===== src/rtl/pattern_detector_counter.sv =====
// Serial pattern detector with masked compare, overlap control and a BCD match counter.
// Define COUNT_SATURATE_EN to hold the count at all-9s instead of wrapping to zero.
module pattern_detector_counter #(
    parameter int PAT_W  = 4,
    parameter int DIGITS = 2
) (
    input  logic                  clk,
    input  logic                  rst_n,
    input  logic                  ena,
    input  logic                  clr,
    input  logic                  sig_valid,
    input  logic                  sig_to_test,
    input  logic [PAT_W-1:0]      pat,
    input  logic [PAT_W-1:0]      pat_mask,
    input  logic                  overlap,
    output logic                  z,
    output logic [4*DIGITS-1:0]   count,
    output logic [7*DIGITS-1:0]   disp,
    output logic                  ovf
);

    localparam int              FW   = $clog2(PAT_W + 1);
    localparam logic [FW-1:0]   FULL = FW'(PAT_W);
    localparam logic [6:0]      SEG0 = 7'b1000000;

    logic [PAT_W-1:0]     r_hist;
    logic [FW-1:0]        r_fill;
    logic                 r_z;
    logic                 r_ovf;
    logic [4*DIGITS-1:0]  r_count;
    logic [7*DIGITS-1:0]  r_disp;

    logic                 w_acc;
    logic                 w_match;
    logic                 w_cout;
    logic [PAT_W-1:0]     w_win;
    logic [FW-1:0]        w_fill_inc;
    logic [FW-1:0]        w_fill_nxt;
    logic [4*DIGITS-1:0]  w_cnt_inc;
    logic [4*DIGITS-1:0]  w_cnt_nxt;
    logic [7*DIGITS-1:0]  w_seg;

    function automatic logic [6:0] f_seg(input logic [3:0] d);
        logic [6:0] s;
        case (d)
            4'd0:    s = 7'b1000000;
            4'd1:    s = 7'b1111001;
            4'd2:    s = 7'b0100100;
            4'd3:    s = 7'b0110000;
            4'd4:    s = 7'b0011001;
            4'd5:    s = 7'b0010010;
            4'd6:    s = 7'b0000010;
            4'd7:    s = 7'b1111000;
            4'd8:    s = 7'b0000000;
            4'd9:    s = 7'b0011000;
            default: s = 7'b0000111;
        endcase
        return s;
    endfunction

    assign w_acc      = ena & sig_valid;
    assign w_win      = {r_hist[PAT_W-2:0], sig_to_test};
    assign w_fill_inc = (r_fill == FULL) ? FULL : r_fill + 1'b1;

    // The compare looks at the window as it will be after this sample shifts in
    assign w_match = w_acc && (w_fill_inc == FULL) &&
                     (((w_win ^ pat) & pat_mask) == '0);

    assign w_fill_nxt = (w_match && !overlap) ? '0 : w_fill_inc;

    always_comb begin
        w_cnt_inc = r_count;
        w_cout    = 1'b1;
        for (int d = 0; d < DIGITS; d++) begin
            if (w_cout) begin
                if (r_count[4*d +: 4] >= 4'd9) begin
                    w_cnt_inc[4*d +: 4] = 4'd0;
                end else begin
                    w_cnt_inc[4*d +: 4] = r_count[4*d +: 4] + 4'd1;
                    w_cout              = 1'b0;
                end
            end
        end
    end

`ifdef COUNT_SATURATE_EN
    assign w_cnt_nxt = w_cout ? r_count : w_cnt_inc;
`else
    assign w_cnt_nxt = w_cnt_inc;
`endif

    for (genvar g = 0; g < DIGITS; g++) begin : g_seg
        assign w_seg[7*g +: 7] = f_seg(r_count[4*g +: 4]);
    end

    always_ff @(posedge clk or negedge rst_n) begin
        if (!rst_n) begin
            r_hist  <= '0;
            r_fill  <= '0;
            r_z     <= 1'b0;
            r_count <= '0;
            r_ovf   <= 1'b0;
        end else if (clr) begin
            r_hist  <= '0;
            r_fill  <= '0;
            r_z     <= 1'b0;
            r_count <= '0;
            r_ovf   <= 1'b0;
        end else begin
            r_z <= w_match;
            if (w_acc) begin
                r_hist <= w_win;
                r_fill <= w_fill_nxt;
            end
            if (w_match) begin
                r_count <= w_cnt_nxt;
                if (w_cout) begin
                    r_ovf <= 1'b1;
                end
            end
        end
    end

    // Display follows the registered count, so it trails by one enabled cycle
    always_ff @(posedge clk or negedge rst_n) begin
        if (!rst_n) begin
            r_disp <= {DIGITS{SEG0}};
        end else if (ena) begin
            r_disp <= w_seg;
        end
    end

    assign z     = r_z;
    assign count = r_count;
    assign disp  = r_disp;
    assign ovf   = r_ovf;

endmodule


===== config.mk =====
export PLATFORM = sky130hd
export DESIGN_NAME = pattern_detector_counter
export DESIGN_NICKNAME = d
export VERILOG_FILES = /design/src/rtl/pattern_detector_counter.sv
export SDC_FILE = /design/constraint.sdc
export NUM_CORES = 1
export LEC_CHECK = 0
export CAP_MARGIN = 20
export CORE_ASPECT_RATIO = 2
export CORE_UTILIZATION = 50
export DETAILED_ROUTE_END_ITERATION = 12
export GPL_TIMING_DRIVEN = 1
export PLACE_DENSITY_LB_ADDON = 0.15
export SLEW_MARGIN = 20
export SYNTH_ARGS = -nofsm -noshare
export SYNTH_HDL_FRONTEND = slang
export SYNTH_SLANG_ARGS = --single-unit

===== constraint.sdc =====
create_clock -name clk -period 2.3 [get_ports clk]
set_clock_uncertainty 0.05 [all_clocks]
set_input_delay 0.345 -clock clk [delete_from_list [all_inputs] [get_ports clk]]
set_output_delay 0.345 -clock clk [all_outputs]
set_load 0.01 [all_outputs]

### Word-level counts from Yosys, hierarchy flattened

Memories as Yosys holds them, arrays and structs flattened. A register that Yosys moved wholly into a read port is not among the register bits.
Index checks and enable logic that the tools add are counted.

| operators by class | value |
|---|---|
| order comparisons | 2 |
| add/subtract/negate cells | 3 |
| reduce and logical (&&, ||, !) cells | 13 |
| multiplexer cells | 18 |
| equality and inequality tests | 2 |
| bitwise operators | 3 |

Operators by type and width:

| kind | count |
|---|---|
| 3-bit two-way mux | 6 |
| 8-bit two-way mux | 2 |
| 4-bit two-way mux | 3 |
| 4-bit by 1-bit adder with 4-bit output (second input constant) | 2 |
| 4-bit >= comparator (second input constant) | 2 |
| 2-bit nonzero test | 4 |
| 1-bit two-way mux | 7 |
| 3-bit equality test (second input constant) | 2 |
| 4-bit bitwise AND | 1 |
| 4-bit logical NOT | 1 |
| 2-bit AND reduction | 2 |
| 4-bit bitwise XOR | 1 |
| 3-bit by 1-bit adder with 3-bit output (second input constant) | 1 |
| 1-bit logical AND | 3 |
| 1-bit logical NOT | 3 |
| 1-bit bitwise AND | 1 |

| storage, ports and cells | value |
|---|---|
| memories kept | 2 |
| ROM bits | 224 |
| output and inout port bits | 24 |
| flip-flop bits (word level) | 16 |
| logic and storage cells | 49 |

Memories:

| name | words | bits a word | rd ports | clocked after memory_dff | write ports | line | text |
|---|---|---|---|---|---|---|---|
| (no name shown) | 16 | 7 | 1 | 1 | 0 | 45 | `case (d)` |
| (no name shown) | 16 | 7 | 1 | 1 | 0 | 45 |  |

### Depth between registers and ports, before layout

Gate-level depths: netlist of run 1.

| depth | value |
|---|---|
| word-level depth | 9 |
| mapped depth | 7 |
| gate-level depth less buffers | 6 |

### Worst setup path after synthesis of run 1

OpenSTA, ideal clock, no wires.

| timing path | value |
|---|---|
| path kind | register -> register |
| start point | reg r_count[0], in the netlist count[0] |
| end point | reg r_count[6], in the netlist count[6] |
| data required time | 2,128 ps |
| stages on the path, launching flop included | 7 |
| data arrival time | 1,711 ps |
| path buffers | 0 |
| path slack | 417 ps |
| cell sequence | dfrtp_1 > inv_1 > ha_1 > or3b_4 > nor4b_4 > and3_1 > a32o_1 |

| on the way | value |
|---|---|
| cells in the longest elaborated chain, start to end | 4 |

RTL lines:

| item | line | text |
|---|---|---|
| start, declared | 30 | `logic [4*DIGITS-1:0] r_count;` |
| start signal, assigned | 116 | `r_count <= w_cnt_nxt;` |
| 4-bit >= comparator | 76 | `if (r_count[4*d +: 4] >= 4'd9) begin` |
| 1-bit two-way mux | 76 |  |
| 2-bit nonzero test (no line) | - |  |
| 2-bit AND reduction (no line) | - |  |

No other way between the ends.
A chain may end at the register's enable or synchronous reset.

### Final worst setup path of run 1

Same ends and word-level chain as after synthesis.

==> results of run 1 <==
==> report_power, final <==
| group | leakage [uW] | total, uW | internal, uW | switching [uW] |
|---|---|---|---|---|
| registers | 0.000405 | 543 | 538 | 5.49 |
| logic | 0.000519 | 110 | 52.6 | 57.8 |
| clock network | 0.0000395 | 398 | 214 | 184 |
| total | 0.000964 | 1050 | 805 | 247 |
==> path summary, 6_finish.rpt <==
kind	from	end	slack [ns]	cells past startpoint
max	count[0]	count[6]	0.24	6
min	rst_n	count[7]	0.41	2
max reg2reg	count[0]	count[6]	0.24	6
min reg2reg	disp[13]	disp[13]	0.42	2
max in group asynchronous	rst_n	disp[13]	1.47	2
min in group clk	disp[13]	disp[13]	0.42	2
==> state kept, by name, summed over array words and instances (netlist names) <==
register  count
count         8
disp         14
ovf           1
r_fill        3
r_hist        3
z             1
==> kinds of logic (layout without fill, tap and decap cells) <==
logic type,Yosys count,count (layout)
flip-flops,30,30
AO/OA/AOI/OAI,55,55
adder cells (fa/ha/maj),10,10
XOR/XNOR,4,4
buffers and inverters,28,70
multiplexers,6,6
AND/OR/NAND/NOR,58,58
==> layer usage <==
layer / track usage, % / up-vias / wire length, um
met5: 0 / - / 0
met4: 14.60 / 0 / 68
met3: 5.602 / 6 / 142
met2: 40.64 / 44 / 2182
met1: 23.19 / 732 / 1475
li1: - / 766 / -
==> area by class of cell <==
| cell class | instances | area share (%) |
|---|---|---|
| clock buffer | 8 | 3.461 |
| timing repair buffer | 45 | 18.71 |
| sequential | 30 | 32.56 |
| tap | 48 | 2.596 |
| multi-input combinational | 133 | 39.91 |
| inverter | 17 | 2.758 |
==> worst max-delay path, delay by kind of cell, from the launching register on <==
kind / cells / cell delay [ns]
and+or+nand+nor: 3 / 0.84
adders and majority gates: 1 / 0.24
DFF: 1 / 0.46
buffers and inverters: 1 / 0.11
AOI/OAI and AO/OA: 1 / 0.25
==> stage by stage <==
step                      util, %  hold slack [ns]  instances
after floorplan                 -       -0.0005911        191
after global placement      65.38           0.4089        273
after detailed placement    65.38           0.4164        273
after CTS                   67.73           0.4150        281
after global routing        67.73           0.4436        281
final                       67.73           0.4054        281
==> placed cells by master (no fill, tap or decap), drive strengths merged, types with 3 or more instances in the layout <==
cell	synthesis	layout
o21ai	10	10
nand2	15	15
clkdlybuf4s50	0	38
a21oi	21	21
xor2	4	4
dfrtp	28	28
nor2	15	15
and3	4	4
nand4	4	4
clkbuf	4	8
buf	6	7
ha	10	10
mux2i	3	3
inv	17	17
mux2	3	3
and2	3	3
a211oi	4	4
nor2b	4	4
a31o	3	3
a32o	3	3
==> results.py, run 1 <==
metrics = {
    "run_status": {
        "status": "finished clean",
    },
    "grt": {
        "grt_max_degree": 31,
        "track_usage_pct": 23.17,
        "grt_pass1_wl_mm": 6.686,
        "gr-total-overflow": 0,
        "antenna_found_initial": 0,
        "grt_pass1_vias": 1600,
    },
    "logic_synthesis": {
        "synth-adder-area-share_pct": 6.906,
        "synth_most_common_cell": "dfrtp_1",
        "syn_area_per_cell_um2": 9.486,
        "synth_top_family_by_area": "compound AO/OA/AOI/OAI gates",
        "synth_top_area_cell": "dfrtp_1",
        "synth_xor_area_share_pct": 1.934,
        "synth_commonest_cells": "28 x dfrtp_1, 21 x a21oi_1, 17 x inv_1, 15 x nand2_1, 15 x nor2_1",
        "synth_ff_type": "dfrtp_1",
        "yosysSeqAreaShare_pct": 41.57,
        "synthCells": 191,
        "yosys.area_share.simple_pct": 17.89,
        "synth-edff-count": 0,
        "synth_area_um2": 1812,
        "synth_nets": 216,
        "synthTopCellsByArea": "dfrtp_1 39%, ha_1 6.9%, a21oi_1 5.8%, inv_1 3.5%, nand2_1 3.1%",
        "synth_compound_area_share_pct": 20.72,
        "yosysWarningCount": 0,
        "synth.area.mux_share_pct": 3.522,
        "synth_top_area_share_pct": 38.67,
        "ys_ff_latch": 30,
        "ys_types": 48,
        "async_reset_ff_share_pct": 100.0,
    },
    "critical_path": {
        "endpoint_kind": "flop",
        "crit_slowest_cell": "dfrtp_1",
        "worstPathArrival_ns": 2.18,
        "startpoint_type": "flop",
        "worstPathRequired_ns": 2.42,
        "worst_path_largest_cell_delay_ns": 0.46,
        "critical_path_class": "flop to flop",
        "critPathMaxFanout": 8,
        "crit_chain": "inv_1 -> ha_1 -> or3b_4 -> nor4b_4 -> nand4b_1 -> a32o_1",
    },
    "power_and_ir_drop": {
        "ir_drop_mv": 0.4306,
        "p_per_area_nw_per_um2": 454.8,
        "total_power_uw": 1052,
        "leakagePower_uw": 0.0009640,
    },
    "clock_network": {
        "cts_sinks": 30,
        "ctsHoldBuffers": 0,
        "htreeDepth": 2,
        "clkSlewWorstSetupHoldPaths_ns": 0.06,
        "clkLatencyLatePin_ns": 0.28,
        "cts_resized": 0,
        "clk_path_buf_depth": 2,
        "numCtsBuffers": 5,
        "cts-root-buf": "clkbuf_8",
        "postCtsSetupRepairBufs": 0,
        "cts_tree": "yes",
    },
    "drt": {
        "drt_iter0_drc": 72,
        "vias": 1548,
        "first_pass_iters": 4,
        "drc_errors": 0,
        "ant_nets": 0,
        "viasPerCell": 5.509,
        "routed_wl_mm": 3.868,
        "wire_per_inst_um": 13.77,
    },
    "place": {
        "dpl-instance-area_um2": 2233,
        "dpl.hpwl_mm": 2.882,
        "place_ws_ns": 0.05246,
        "io_buffers": 38,
        "routabilityCongestion": 0.8096,
    },
    "die": {
        "rows": 30,
        "coreArea_um2": 3416,
        "die_x_um": 44.57,
        "start_util_pct": 53.04,
        "dieArea_um2": 3883,
        "die_h_um": 87.13,
        "io_pins": 39,
    },
    "sta": {
        "final.setup.tns_ns": 0,
        "fmaxAchievable_mhz": 485.4,
        "setup_ws_ns": 0.2400,
        "fin_crit_ns": 2.060,
        "rsz0062_at_grt": "no",
        "hold_viol": 0,
        "worstMarginPinSlew_ns": 0.6074,
        "setup_viol": 0,
        "fin_crit_sh_pct": 89.56,
        "final_max_slew_viol_count": 0,
        "relSlewSlack_pct": 59.51,
    },
    "final_layout": {
        "multi_input_area_um2": 923.4,
        "stdcell_area_um2": 2313,
        "nets": 257,
        "areaGrowthSynthToFinish_pct": 27.69,
        "num-fill-cells": 291,
        "drive_gt1_share_pct": 10.73,
        "seq_area_um2": 753.2,
        "antenna_cells": 0,
    },
    "flow_run": {
        "cap_violations": 0,
    },
    "min_path": {
        "hp-class": "primary input to async pin",
    },
}
(Power assumes the default switching activity.)
==> run 2: changes to the inputs <==
--- a/config.mk
+++ b/config.mk
@@ -8,6 +8,7 @@
 export CAP_MARGIN = 20
 export CORE_ASPECT_RATIO = 2
 export CORE_UTILIZATION = 50
+export CTS_BUF_LIST = sky130_fd_sc_hd__clkbuf_2
 export DETAILED_ROUTE_END_ITERATION = 12
 export GPL_TIMING_DRIVEN = 1
 export PLACE_DENSITY_LB_ADDON = 0.15
==> constraint.sdc (replaced) <==
create_clock -name clk -period 1.9 [get_ports clk]
set_clock_uncertainty 0.05 [all_clocks]
set_input_delay 0.285 -clock clk [delete_from_list [all_inputs] [get_ports clk]]
set_output_delay 0.285 -clock clk [all_outputs]
set_load 0.01 [all_outputs]
==> run 2 against run 1 <==
  * Combinational power up 31%
  * Die area unchanged
  * Register-to-register slack worse by 0.20 ns
  * Final cell count up 6.0%
  * Count of clock-buffer cells in the layout unchanged
  * Critical path type unchanged
  * Critical endpoint unchanged
  * Largest power group unchanged
==> results.py, run 2 (same netlist as run 1, synthesis figures left out) <==
metrics = {
    "drt": {
        "routed_wl_mm": 4.121,
        "first_pass_iters": 5,
        "drt_iter0_drc": 63,
        "vias": 1624,
        "ant_nets": 0,
        "drc_errors": 0,
        "viasPerCell": 5.450,
        "wire_per_inst_um": 13.83,
    },
    "sta": {
        "setup_viol": 0,
        "fmaxAchievable_mhz": 536.6,
        "hold_viol": 0,
        "setup_ws_ns": 0.03647,
        "fin_crit_sh_pct": 98.08,
        "fin_crit_ns": 1.864,
        "worstMarginPinSlew_ns": 0.3762,
        "relSlewSlack_pct": 74.92,
        "final.setup.tns_ns": 0,
        "final_max_slew_viol_count": 0,
    },
    "run_status": {
        "status": "finished clean",
    },
    "critical_path": {
        "worstPathRequired_ns": 2.12,
        "path_buf_inv": 1,
        "critical_path_class": "flop to flop",
        "startpoint_type": "flop",
        "crit_family": "simple AND/OR/NAND/NOR gates",
        "worstPathArrival_ns": 2.08,
        "crit_chain": "inv_2 -> ha_1 -> or3b_4 -> nor4b_4 -> and3_1 -> a32o_1",
        "worst_path_largest_cell_delay_ns": 0.45,
        "critPathMaxFanout": 4,
        "endpoint_kind": "flop",
        "crit_slowest_cell": "dfrtp_1",
    },
    "clock_network": {
        "clkLatencyLatePin_ns": 0.36,
        "ctsHoldBuffers": 0,
        "clkSlewWorstSetupHoldPaths_ns": 0.15,
        "cts-root-buf": "clkbuf_2",
        "htreeDepth": 2,
        "clk_path_buf_depth": 2,
        "cts_sinks": 30,
        "numCtsBuffers": 5,
        "cts_tree": "yes",
    },
    "die": {
        "dieArea_um2": 3883,
        "die_x_um": 44.57,
        "rows": 30,
        "die_h_um": 87.13,
        "coreArea_um2": 3416,
        "io_pins": 39,
        "start_util_pct": 53.04,
    },
    "final_layout": {
        "antenna_cells": 0,
        "nets": 274,
        "mostFrequentLayoutCells": "38 x clkdlybuf4s50_1, 27 x dfrtp_1, 22 x buf_4",
        "final_common_cell": "clkdlybuf4s50_1",
        "stdcell_area_um2": 2434,
        "num-fill-cells": 267,
        "final_cell_count_no_fill": 298,
        "drive_gt1_share_pct": 22.00,
        "largest_reg_flops": 14,
        "final_util_pct": 71.25,
        "areaGrowthSynthToFinish_pct": 34.32,
    },
    "power_and_ir_drop": {
        "leakagePower_uw": 0.001044,
        "p_per_area_nw_per_um2": 460.0,
        "ir_drop_mv": 0.3679,
    },
    "place": {
        "dpl-instance-area_um2": 2323,
        "io_buffers": 38,
        "routabilityCongestion": 0.8987,
        "dpl.hpwl_mm": 3.002,
        "dp_cells": 285,
        "place_ws_ns": -0.1347,
    },
    "grt": {
        "grt_pass1_vias": 1569,
        "antenna_found_initial": 0,
        "gr-total-overflow": 0,
        "grt_pass1_wl_mm": 6.734,
        "track_usage_pct": 23.13,
        "grt_max_degree": 31,
    },
    "flow_run": {
        "cap_violations": 0,
    },
    "min_path": {
        "hp-class": "primary input to async pin",
    },
}
-- run 2: cell count changes in the layout (fill, tap and decap cells not counted), sizes merged --
cell	change
buf	+17
-- run 2: path summary, 6_finish.rpt --
kind	startpoint	to	slack, ns	cells past startpoint
max in group asynchronous	rst_n	disp[13]	1.22	2
worst max-delay path	count[0]	count[6]	0.04	6
min in group clk	disp[13]	disp[13]	0.44	2
worst max register to register	count[0]	count[6]	0.04	6
worst min-delay path	rst_n	r_hist[0]	0.25	2
worst min register to register	disp[13]	disp[13]	0.44	2
-- run 2: layout make-up --
type | count | area, um^2 | area share [%]
Multi-Input combinational cell | 133 | 953.4 | 39.18
Sequential cell | 30 | 754.5 | 31.00
Timing Repair Buffer | 62 | 561.8 | 23.08
Inverter | 17 | 63.81 | 2.622
Tap cell | 48 | 60.06 | 2.468
Clock buffer | 8 | 40.04 | 1.645
-- run 2: metrics by stage --
stage          hold WS (ns)  total power [uW]
2_1_floorplan      -0.06059             730.7
5_1_grt              0.2566              1168
3_3_place_gp         0.4070             803.4
3_5_place_dp         0.4372             807.2
6_report             0.2469              1120
4_1_cts              0.2513              1119
-- run 2: power breakdown --
| part | switching [uW] | leakage [uW] | internal (uW) |
|---|---|---|---|
| clock network | 208 | 0.0000332 | 109 |
| logic | 72.9 | 0.000608 | 71.3 |
| registers | 7.56 | 0.000404 | 651 |
| total | 289 | 0.00104 | 831 |
-- run 2: per-layer routing --
metal	GRT usage [%]	up-vias	routed length (um)
li1	-	798	-
met1	24.80	773	1583
met2	41.44	46	2316
met3	4.564	7	135
met4	10.74	0	85
met5	0	-	0
-- run 2: repair_timing --
item	in CTS	in global routing
buffers inserted	0	4
gates resized for setup	0	11
setup endpoints to repair	0	9
==> run 3: changes to the inputs <==
--- a/config.mk
+++ b/config.mk
@@ -12,7 +12,6 @@
 export DETAILED_ROUTE_END_ITERATION = 12
 export GPL_TIMING_DRIVEN = 1
 export PLACE_DENSITY_LB_ADDON = 0.15
-export SLEW_MARGIN = 20
 export SYNTH_ARGS = -nofsm -noshare
 export SYNTH_HDL_FRONTEND = slang
 export SYNTH_SLANG_ARGS = --single-unit
==> results of run 3 <==
Same layout as run 2: the final DEF is identical, and so are final timing and power.
